File: src/rtl/pwm_capture.sv
// rtl/pwm_capture.sv - servo PWM pulse-width and period decoder
//
// Purpose:
//   Measures the high time and the full period of an incoming servo PWM signal
//   in whole microseconds, publishing both once per completed period. The first
//   partial pulse seen after reset, enable or timeout is discarded.
//
// Optional feature macro:
//   PWM_CAP_FILTER_EN - when defined, a glitch filter sits after the synchronizer;
//                       the synchronized level must hold FILT_LEN cycles before it
//                       is accepted. When undefined, every transition is an edge.
//
// Ports:
//   CLK          in   1   system clock
//   RST          in   1   synchronous, active-high reset
//   PWM_IN       in   1   asynchronous PWM input
//   EN           in   1   capture enable; low forces IDLE, outputs hold
//   PULSE_WIDTH  out  32  last measured high time, us
//   PERIOD       out  32  last measured period (high+low), us
//   VALID        out  1   one-cycle strobe: PULSE_WIDTH/PERIOD/RANGE_ERR updated
//   RANGE_ERR    out  1   last PULSE_WIDTH outside [MIN_PW, MAX_PW]
//   TIMEOUT      out  1   sticky: a phase lasted TIMEOUT_US; cleared on next VALID

module pwm_capture #(
  parameter int unsigned CLK_PER_US = 100,
  parameter int unsigned MIN_PW     = 500,
  parameter int unsigned MAX_PW     = 2500,
  parameter int unsigned TIMEOUT_US = 40000,
  parameter int unsigned FILT_LEN   = 4
) (
  input  logic        CLK,
  input  logic        RST,
  input  logic        PWM_IN,
  input  logic        EN,
  output logic [31:0] PULSE_WIDTH,
  output logic [31:0] PERIOD,
  output logic        VALID,
  output logic        RANGE_ERR,
  output logic        TIMEOUT
);

  typedef enum logic [1:0] {
    IDLE = 2'd0,
    HIGH = 2'd1,
    LOW  = 2'd2
  } state_t;

  state_t      state;
  state_t      state_n;

  logic        sync1;
  logic        sync2;
  logic        s;
  logic        s_d;
  logic        rise_q;
  logic        fall_q;

  logic [31:0] presc;
  logic [31:0] ph_cnt;
  logic [31:0] hi_hold;
  logic        wrap;
  logic [31:0] cnt_eff;
  logic        tmo_hit;

  logic        clr;
  logic        count;
  logic        latch_hi;
  logic        publish;
  logic        set_tmo;
  logic        drop_hi;

  // Two-flop synchronizer for the asynchronous input.
  always_ff @(posedge CLK) begin
    if (RST) begin
      sync1 <= 1'b0;
      sync2 <= 1'b0;
    end else begin
      sync1 <= PWM_IN;
      sync2 <= sync1;
    end
  end

`ifdef PWM_CAP_FILTER_EN
  logic        s_f;
  logic [31:0] filt_cnt;

  // Accept a new level only after it has been stable for FILT_LEN cycles;
  // any return to the current level restarts the qualification.
  always_ff @(posedge CLK) begin
    if (RST) begin
      s_f      <= 1'b0;
      filt_cnt <= 32'd0;
    end else if (sync2 != s_f) begin
      if (filt_cnt == FILT_LEN - 1) begin
        s_f      <= sync2;
        filt_cnt <= 32'd0;
      end else begin
        filt_cnt <= filt_cnt + 32'd1;
      end
    end else begin
      filt_cnt <= 32'd0;
    end
  end

  assign s = s_f;
`else
  logic unused_filt_len;
  assign unused_filt_len = (FILT_LEN != 0);
  assign s = sync2;
`endif

  // Edge pulses are registered so the FSM sees a clean single-cycle strobe;
  // both edges carry the same delay, so measured widths are unaffected.
  always_ff @(posedge CLK) begin
    if (RST) begin
      s_d    <= 1'b0;
      rise_q <= 1'b0;
      fall_q <= 1'b0;
    end else begin
      s_d    <= s;
      rise_q <= s & ~s_d;
      fall_q <= ~s & s_d;
    end
  end

  // The current cycle belongs to the phase being measured; cnt_eff folds in the
  // microsecond it completes, giving floor(cycles / CLK_PER_US) at an edge.
  assign wrap    = (presc == CLK_PER_US - 1);
  assign cnt_eff = ph_cnt + {31'd0, wrap};
  assign tmo_hit = (state != IDLE) && (cnt_eff >= TIMEOUT_US);

  always_ff @(posedge CLK) begin
    if (RST) begin
      state <= IDLE;
    end else begin
      state <= state_n;
    end
  end

  // Timeout is tested ahead of edges so a same-cycle edge loses to it.
  always_comb begin
    state_n  = state;
    clr      = 1'b0;
    count    = 1'b0;
    latch_hi = 1'b0;
    publish  = 1'b0;
    set_tmo  = 1'b0;
    drop_hi  = 1'b0;
    if (!EN) begin
      state_n = IDLE;
      clr     = 1'b1;
      drop_hi = 1'b1;
    end else begin
      case (state)
        IDLE: begin
          clr = 1'b1;
          if (rise_q) begin
            state_n = HIGH;
          end
        end
        HIGH: begin
          if (tmo_hit) begin
            state_n = IDLE;
            clr     = 1'b1;
            set_tmo = 1'b1;
            drop_hi = 1'b1;
          end else if (fall_q) begin
            state_n  = LOW;
            clr      = 1'b1;
            latch_hi = 1'b1;
          end else begin
            count = 1'b1;
          end
        end
        LOW: begin
          if (tmo_hit) begin
            state_n = IDLE;
            clr     = 1'b1;
            set_tmo = 1'b1;
            drop_hi = 1'b1;
          end else if (rise_q) begin
            state_n = HIGH;
            clr     = 1'b1;
            publish = 1'b1;
          end else begin
            count = 1'b1;
          end
        end
        default: begin
          state_n = IDLE;
          clr     = 1'b1;
          drop_hi = 1'b1;
        end
      endcase
    end
  end

  // Microsecond prescaler and the shared phase counter.
  always_ff @(posedge CLK) begin
    if (RST) begin
      presc  <= 32'd0;
      ph_cnt <= 32'd0;
    end else if (clr) begin
      presc  <= 32'd0;
      ph_cnt <= 32'd0;
    end else if (count) begin
      if (wrap) begin
        presc  <= 32'd0;
        ph_cnt <= ph_cnt + 32'd1;
      end else begin
        presc  <= presc + 32'd1;
      end
    end
  end

  // hi_hold is dropped whenever a measurement is abandoned so a later period
  // can never report a stale high time.
  always_ff @(posedge CLK) begin
    if (RST) begin
      hi_hold <= 32'd0;
    end else if (drop_hi) begin
      hi_hold <= 32'd0;
    end else if (latch_hi) begin
      hi_hold <= cnt_eff;
    end
  end

  always_ff @(posedge CLK) begin
    if (RST) begin
      PULSE_WIDTH <= MIN_PW;
      PERIOD      <= 32'd0;
      VALID       <= 1'b0;
      RANGE_ERR   <= 1'b0;
      TIMEOUT     <= 1'b0;
    end else begin
      VALID <= publish;
      if (publish) begin
        PULSE_WIDTH <= hi_hold;
        PERIOD      <= hi_hold + cnt_eff;
        RANGE_ERR   <= (hi_hold < MIN_PW) || (hi_hold > MAX_PW);
        TIMEOUT     <= 1'b0;
      end else if (set_tmo) begin
        TIMEOUT     <= 1'b1;
      end
    end
  end

endmodule

File: config.mk
export PLATFORM = sky130hd
export DESIGN_NAME = pwm_capture
export DESIGN_NICKNAME = d
export VERILOG_FILES = /design/src/rtl/pwm_capture.sv
export SDC_FILE = /design/constraint.sdc
export NUM_CORES = 1
export LEC_CHECK = 0
export CORE_UTILIZATION = 28
export CTS_BUF_LIST = sky130_fd_sc_hd__clkbuf_16
export DETAILED_ROUTE_END_ITERATION = 16
export SLEW_MARGIN = 20
export SYNTH_ARGS = -nofsm -noshare
export SYNTH_HDL_FRONTEND = slang
export SYNTH_SLANG_ARGS = --single-unit
File: constraint.sdc
create_clock -name CLK -period 6 [get_ports CLK]
set_input_delay 0.6 -clock CLK [delete_from_list [all_inputs] [get_ports CLK]]
set_output_delay 0.6 -clock CLK [all_outputs]
set_load 0.01 [all_outputs]
# Word level (Yosys, flattened, before mapping)
# Cells that the tools add are included.
dict set report totals {
  ff_bits 170
  inputBits 4
  output_inout_bits 67
  elab_cells 69
}
dict set report op_classes {
  add_sub_neg 4
  order_cmp 3
  n_eq_ne 4
  n_mux 29
  n_bitwise 5
  reduce_logical 10
}
# op n
set ops {}
lappend ops {{$add 32x1->32 const B} 2}
lappend ops {{$add 32x1->32} 1}
lappend ops {{$add 32x32->32} 1}
lappend ops {{$eq 32x7->1 const B} 1}
lappend ops {{$ge 32x16->1 const B} 1}
lappend ops {{$gt 32x12->1 const B} 1}
lappend ops {{$lt 32x9->1 const B} 1}
lappend ops {{$mux 32} 1}
lappend ops {{$mux 1} 20}
lappend ops {{$reduce_or 2->1} 5}
lappend ops {{$mux 2} 4}
lappend ops {{$pmux 1 s2} 3}
lappend ops {{$pmux 2 s3} 1}
lappend ops {{$ne 3x3->1 const B} 1}
lappend ops {{$not 1->1} 3}
lappend ops {{$and 1x1->1} 2}
lappend ops {{$eq 2x1->1 const B} 1}
lappend ops {{$eq 2x2->1 const B} 1}
lappend ops {{$logic_not 2->1} 1}
lappend ops {{$reduce_and 2->1} 1}
lappend ops {{$reduce_bool 2->1} 1}
lappend ops {{$logic_and 1x1->1} 1}
lappend ops {{$logic_or 1x1->1} 1}

# Logic depth before layout (Yosys ltp)
# Gate-level depths: netlist of the first run.
dict set report logic_depth {
  depth_word 8
  depth_mapped 23
  ltp_nobuf 22
}

# Worst setup path after synthesis of the first run
# OpenSTA, ideal clock, no wires.
dict set report synth_path {
  kind {flip-flop to flip-flop}
  startpoint {register presc[0]}
  endpoint {register PERIOD[27]}
  setup_time_ps 117
  t_arrival_ps 4780
  required_ps 5883
  setup_slack_ps 1103
  stages_incl_launch_ff 24
  n_path_buf 1
  period_less_slack_ps 4897
  path_cell_list {dfxtp_1 -> ha_1 -> inv_1 -> nor4_1 -> nand4_1 -> nor2_1 -> ha_1 -> ha_1 -> nand3_2 -> or4_4 -> buf_6 -> nor3_1 -> nor2_1 -> inv_1 -> ha_1 -> nand3_1 -> a31oi_1 -> or4b_2 -> a22oi_1 -> o311ai_0 -> a31o_2 -> a21oi_1 -> xnor2_1 -> a22o_1}
}
dict set report synth_via {
  elab_chain_cells 7
  elab_cells_between_ends 8
  classes_between {2 x add/sub; 1 x order compare; 1 x eq/ne; 3 x mux; 1 x reduce/logical}
}
# element line
set synth_rtl {}
lappend synth_rtl {{start, declared} 58} ;# logic [31:0] presc;
lappend synth_rtl {{start signal, assigned} 211} ;# presc <= presc + 32'd1;
lappend synth_rtl {{$eq 32x7->1 *} 128} ;# assign wrap = (presc == CLK_PER_US - 1);
lappend synth_rtl {{$add 32x1->32 *} 129} ;# assign cnt_eff = ph_cnt + {31'd0, wrap};
lappend synth_rtl {{via cnt_eff[14]} 62} ;# logic [31:0] cnt_eff;
lappend synth_rtl {{$ge 32x16->1} 130} ;# assign tmo_hit = (state != IDLE) && (cnt_eff >= TIMEOUT_US);
lappend synth_rtl {{$logic_and 1x1->1} 130}
lappend synth_rtl {{$mux 1} 176} ;# if (tmo_hit) begin
lappend synth_rtl {{$mux 1} 154} ;# case (state)
lappend synth_rtl {{$mux 1} 149} ;# if (!EN) begin
lappend synth_rtl {{end signal, assigned} 239} ;# PERIOD <= hi_hold + cnt_eff;
lappend synth_rtl {{end, declared} 36} ;# output logic [31:0] PERIOD,
# Mark *: on every way through the listed nets, which the timed path passes. The rest lies on a longest branch.
# A chain may end at the register's enable or synchronous reset.

# Final worst setup path of the first run
# Ends and elaborated chain as after synthesis.

==> results of run 1 <==
[cells in the mapped netlist, drive strengths merged (2+ instances only)]
master	n	area, um^2
dfxtp	170	3400
nor2	80	300
a21oi	77	385
a22o	57	499
nand2	52	195
clkbuf	49	184
ha	39	488
o21ai	39	195
nand3	38	200
nor4	35	225
xnor2	35	307
nand4	34	213
or3	34	218
nor3	31	155
or4	28	214
inv	27	101
xor2	27	236
o31ai	26	195
mux2i	21	210
buf	18	120
a211oi	15	113
and3	15	93.8
o21a	11	82.6
a21o	7	52.6
a31oi	7	43.8
or2	7	43.8
and2	6	37.5
nor2b	6	37.5
o22a	6	52.6
o211ai	5	37.5
and4	4	35.0
nand2b	4	25.0
o21bai	4	30.0
o31a	4	35.0
nand3b	3	22.5
a2111o	2	22.5
o311ai	2	17.5
o32ai	2	17.5
[power by group]
part / internal, mW / switching (mW)
registers: 1.13 / 0.000599
clock network: 0.554 / 0.532
logic: 0.00555 / 0.0177
[how the worst max path moves through the flow]
| stage | startpoint | end | slack (ns) | cells past startpoint |
|---|---|---|---|---|
| 2_1_floorplan | presc[0] | PERIOD[27] | 1.10 | 23 |
| 3_3_place_gp | presc[0] | PERIOD[27] | 0.57 | 22 |
| 3_5_place_dp | presc[0] | PERIOD[27] | 0.43 | 22 |
| 4_1_cts | presc[0] | PERIOD[27] | 0.43 | 22 |
| 5_1_grt | presc[0] | PERIOD[27] | 0.02 | 22 |
| 6_report | presc[0] | PERIOD[27] | 0.41 | 22 |
[worst max-delay path: cells and delay by family (launching register included)]
family,cells,cell delay (ns)
and+or+nand+nor,8,2.31
adders and majority gates,4,0.99
xor gates and xnor gates,1,0.08
DFF,1,0.41
AOI/OAI and AO/OA,7,1.57
buffers and inverters,2,0.13
[registers in the layout, summed over array words and instances, names as in the netlist]
| name | count |
|---|---|
| PERIOD | 32 |
| PULSE_WIDTH | 32 |
| RANGE_ERR | 1 |
| TIMEOUT | 1 |
| VALID | 1 |
| fall_q | 1 |
| hi_hold | 32 |
| ph_cnt | 32 |
| presc | 32 |
| rise_q | 1 |
| s | 1 |
| s_d | 1 |
| state | 2 |
| sync1 | 1 |
[metrics by stage]
step / total power [mW] / util / instance area (um^2)
after CTS: 2.26 / 0.336 / 10700
after global placement: 1.18 / 0.317 / 10100
final: 2.24 / 0.336 / 10700
after floorplan: 1.17 / - / 9050
after global routing: 2.32 / 0.336 / 10700
after detailed placement: 1.18 / 0.317 / 10100
[logic make-up (layout without fill, tap and decap cells)]
group / after synthesis / in the layout / synth area share
xor+xnor: 62 / 62 / 0.0600
mux: 21 / 21 / 0.0232
fa+ha+maj: 40 / 40 / 0.0561
flops: 170 / 170 / 0.376
buf+inv: 95 / 144 / 0.0458
simple gates: 380 / 380 / 0.227
compound gates: 277 / 277 / 0.212
[layer usage]
layer	GRT usage	part of all wire
met1	0.189	0.49
met2	0.227	0.46
met3	0.0251	0.038
met4	0.0437	0.014
met5	0	0
[timing repair]
| action | CTS | global route |
|---|---|---|
| hold buffers | 0 | 0 |
| endpoints found under the hold margin | 0 | 0 |
| endpoints found under the setup margin | 0 | 4 |
| resized for setup | 0 | 3 |
[area by class of cell]
cell class,instances,share of cell area
flip-flops and latches,170,0.319
inverters,28,0.0103
well taps,402,0.0472
clock buffers,17,0.0399
multi-input cells,780,0.493
repair buffers,84,0.0756
clock inverters,15,0.0149
==> impl_metrics.ini, run 1 <==
[status]
run_status = completed

[cells_and_area]
finish.net_count = 1125
layout.cells.most_common_list = sky130_fd_sc_hd__dfxtp_1 (170), sky130_fd_sc_hd__nor2_1 (78), sky130_fd_sc_hd__a21oi_1 (77)
ant_diodes = 0
area.sequential_mm2 = 0.00340
synth_to_final_area_change_pct = 17.8
layout_commonest_cell = sky130_fd_sc_hd__dfxtp_1
multi_input_comb_area_mm2 = 0.00526
fill_cells = 3249
final_layout_size_suffix_gt1_frac = 0.0622
layout.cells.non_filler = 1496

[drt]
vias = 7921
post_drt_via_cell_ratio = 5.29
drt-initial-drc-count = 674
drc_errors = 0
wire_length_per_cell_um = 15.1
drt_pass1_iterations = 5
drtAntennaViolNets = 0
totalWireLength_um = 22600

[cts]
tritoncts_clock_tree = yes
clk_path_buf_depth = 2
clock_pin_slew_reported_for_the_worst_setup_and_hold_paths_after_clock_tree_synthesis_ns = 0.08
cts_htree_levels = 4
worstSkewPairLatency_ns = 0.44
post_cts_buffers = 0
cts-root-buf = sky130_fd_sc_hd__clkbuf_16
cts_inserted_buffers = 17
cts.sinks = 170

[sta]
max_slew.worst_pin.slew_ns = 0.797
grt_setup_unrepaired = false
report.final.setup_viol = 0
final_count_of_hold_timing_violations = 0
max_freq_mhz = 179
slew_limit_headroom = 0.465
clock_skew_ns = 0.0209
period_needed_ns = 5.59
setup_total_negative_slack_ns = 0
slew_viol_final = 0
final.setup.worst_slack_ns = 0.412
timing.final.crit_share = 0.931
fin_worst_hold_slack_ns = 0.395

[worst_setup_path]
worstSetupStartpointType = flop
worst_r2r_startpoint = presc[0]
cpPeakStageDelay_ns = 0.67
critPathArrivalTime_ns = 5.93
crit_path_end_kind = flop
worst_r2r_path_depth = 22
reg2reg_slack_ns = 0.41
crit_chain = ha_1, inv_1, nor4_1, nand4_1, nor2_2, ha_1, ha_1, nand3_2, or4_4, o21a_1, nor2_1, inv_1, ha_1, nand3_1, a31oi_1, or4b_2, a22oi_1, o311ai_0, a31o_2, a21oi_1, xnor2_1, a22o_1
worstReg2RegEnd = PERIOD[27]
critPathMaxFanout = 12
critPathKind = flop to flop
crit_slowest_cell = sky130_fd_sc_hd__or4_4
critPathMostFrequentCell = sky130_fd_sc_hd__ha_1
worst-endpoint-required_ns = 6.34

[global_routing]
grt_max_degree = 59
initial_antenna_violation_count = 0
globalRouteOverflowTotal = 0
grt_pass1_vias = 7370
grt_pass1_wl_um = 38200
grt.total_usage = 0.140

[synth]
yosysWarningCount = 0
postSynthNetCount = 1089
synthesis.area_mm2 = 0.00905
post_synth_num_cell_types = 64
post_synth_edffs = 0
number_of_cells_produced_by_synthesis = 1045
synth-async-reset-ratio = 0
synth_top_flop_cell = sky130_fd_sc_hd__dfxtp_1
mean_instance_size_in_the_synthesized_netlist_um2 = 8.66
ys_ff_latch = 170
proportion_of_synthesized_chip_area_in_sequential_cells = 0.376

[power]
power.static_leakage_nw = 3.68
peak_vdd_ir_uv = 230
p_per_area_mw_per_mm2 = 210

[placement]
place.gp.congestion = 0.859
dpl.cell_count = 1464
place_worst_setup_slack_ns = 0.427
place.detailed.hpwl_um = 16500
port_buffers = 70

[floorplan]
placement_rows = 65
initial_core_util = 0.285
die-area_mm2 = 0.0330
core_area_mm2 = 0.0317
die_width_um = 182
top_level_ports = 71
die_height_um = 182

[min_path]
worstHoldPathType = flop to flop
whs_endpoint = rise_q
worstHoldStart = s_d
hold-path-cell-count = 1

[run]
max-cap-violations = 0
Note: power is estimated with default switching activity, not from simulation.
==> run 2, diff against run 1 <==
Settings changed: SKIP_CTS_REPAIR_TIMING set to 1.
Clock period 6 ns to 6.9 ns, I/O delays scaled along.
==> impl_metrics.ini, run 2 (synthesis gave the netlist of run 1 again) <==
[worst_setup_path]
cpPeakStageDelay_ns = 0.75
worstSetupStartpointType = flop
crit_slowest_cell = sky130_fd_sc_hd__nand4_1
critPathArrivalTime_ns = 6.15
critPathMaxFanout = 22
worst_r2r_startpoint = presc[0]
critPathKind = flop to flop
critPathMostFrequentCell = sky130_fd_sc_hd__ha_1
crit_chain = ha_1, inv_1, nor4_1, nand4_1, nor2_1, ha_1, ha_1, nand3_2, or4_4, nor4_1, xor2_1, or3_1, o41ai_4, nand4_1, or4_1, a21oi_1
reg2reg_slack_ns = 1.11
worstReg2RegEnd = ph_cnt[27]
worst_r2r_path_depth = 16
crit_path_end_kind = flop
worst-endpoint-required_ns = 7.25
path_buf_inv = 1
family_of_cells_with_the_greatest_summed_delay_on_the_critical_path = simple AND/OR/NAND/NOR gates

[global_routing]
grt_pass1_wl_um = 38100
initial_antenna_violation_count = 0
grt.total_usage = 0.140
grt_max_degree = 59
grt_pass1_vias = 7411
globalRouteOverflowTotal = 0

[drt]
drt_pass1_iterations = 5
drc_errors = 0
wl_met1_um = 11300
routed.top_layer = met4
vias = 7913
met3WireLength_um = 738
totalWireLength_um = 22400
wire_length_per_cell_um = 15.1
drtAntennaViolNets = 0
post_drt_via_cell_ratio = 5.31
drt-initial-drc-count = 663
wl_met2_um = 10100

[power]
peak_vdd_ir_uv = 167
power.static_leakage_nw = 3.63
power_report.internal_total_mw = 1.48
power.share.sequential = 0.514
p_total_mw = 1.91
power.clock.fraction = 0.476
share_comb_of_total_power = 0.011
power.switching_uw = 429
p_per_area_mw_per_mm2 = 181
sw_frac_of_total = 0.224

[min_path]
worstHoldStart = s
whs_endpoint = fall_q
hold-path-cell-count = 1
worstHoldPathType = flop to flop

[sta]
report.final.setup_viol = 0
grt_setup_unrepaired = false
final.setup.worst_slack_ns = 1.11
clock_skew_ns = 0.0146
timing.final.crit_share = 0.840
slew_viol_final = 0
final_count_of_hold_timing_violations = 0
slew_limit_headroom = 0.376
max_freq_mhz = 173
setup_total_negative_slack_ns = 0
max_slew.worst_pin.slew_ns = 0.929
fin_worst_hold_slack_ns = 0.405
period_needed_ns = 5.79

[cts]
cts.sinks = 170
tritoncts_clock_tree = yes
cts_htree_levels = 4
clk_path_buf_depth = 2
cts_inserted_buffers = 17
cts-root-buf = sky130_fd_sc_hd__clkbuf_16
clock_pin_slew_reported_for_the_worst_setup_and_hold_paths_after_clock_tree_synthesis_ns = 0.07
worstSkewPairLatency_ns = 0.43

[status]
run_status = completed

[cells_and_area]
ant_diodes = 0
layout.cells.most_common_list = sky130_fd_sc_hd__dfxtp_1 (170), sky130_fd_sc_hd__nor2_1 (79), sky130_fd_sc_hd__a21oi_1 (77)
finish.net_count = 1119
fill_cells = 3285
final_cell_area_mm2 = 0.0106
layout_commonest_cell = sky130_fd_sc_hd__dfxtp_1
final_layout_size_suffix_gt1_frac = 0.0515
synth_to_final_area_change_pct = 16.8

[floorplan]
initial_core_util = 0.285
core_area_mm2 = 0.0317
die_height_um = 182
die-area_mm2 = 0.0330
top_level_ports = 71
placement_rows = 65
die_width_um = 182

[run]
max-cap-violations = 0

[placement]
port_buffers = 70
post_dp_cell_area_mm2 = 0.0100
place_worst_setup_slack_ns = 1.18
place.gp.congestion = 0.860
place.detailed.hpwl_um = 16300
[run 2: cell types whose count changed in the layout (fill, tap and decap cells not counted), sizes merged]
cell	previous run	this run
clkinv	9	8
bufinv	0	1
buf	14	8
inv	32	31
[run 2: layout make-up]
class | instances | area (um^2) | area share
clock inverters | 14 | 125 | 0.0118
flip-flops and latches | 170 | 3400 | 0.322
well taps | 402 | 503 | 0.0476
inverters | 28 | 110 | 0.0104
repair buffers | 78 | 761 | 0.0719
multi-input cells | 780 | 5250 | 0.496
clock buffers | 17 | 425 | 0.0402
[run 2: power groups by stage]
stage / clock [mW] / sequential (mW) / combinational [mW]
final: 0.909 / 0.982 / 0.0201
after global routing: 0.976 / 0.982 / 0.0224
after CTS: 0.934 / 0.982 / 0.0203
after detailed placement: 0 / 1.00 / 0.0202
after global placement: 0 / 1.00 / 0.0201
after floorplan: 0 / 1.00 / 0.0143
[run 2: metal layers]
metal | global-route usage | vias to the layer above
met5 | 0 | -
met4 | 0.0410 | 0
met3 | 0.0251 | 26
met2 | 0.224 | 161
met1 | 0.191 | 3737
li1 | - | 3989
[run 2: worst max-delay path by stage]
stage          depth (start not counted)  slack [ns]     start          to
2_1_floorplan                         23        2.00  presc[0]  PERIOD[27]
3_3_place_gp                          16        1.30  presc[0]  ph_cnt[27]
3_5_place_dp                          17        1.18  presc[0]  PERIOD[28]
4_1_cts                               16        1.11  presc[0]  ph_cnt[21]
5_1_grt                               16        0.65  presc[0]  ph_cnt[27]
6_report                              16        1.11  presc[0]  ph_cnt[27]
[run 2: through the flow]
step           utilization  instances
6_report             0.333       1489
5_1_grt              0.333       1489
4_1_cts              0.333       1489
3_5_place_dp         0.316       1458
3_3_place_gp         0.316       1458
2_1_floorplan            -       1045
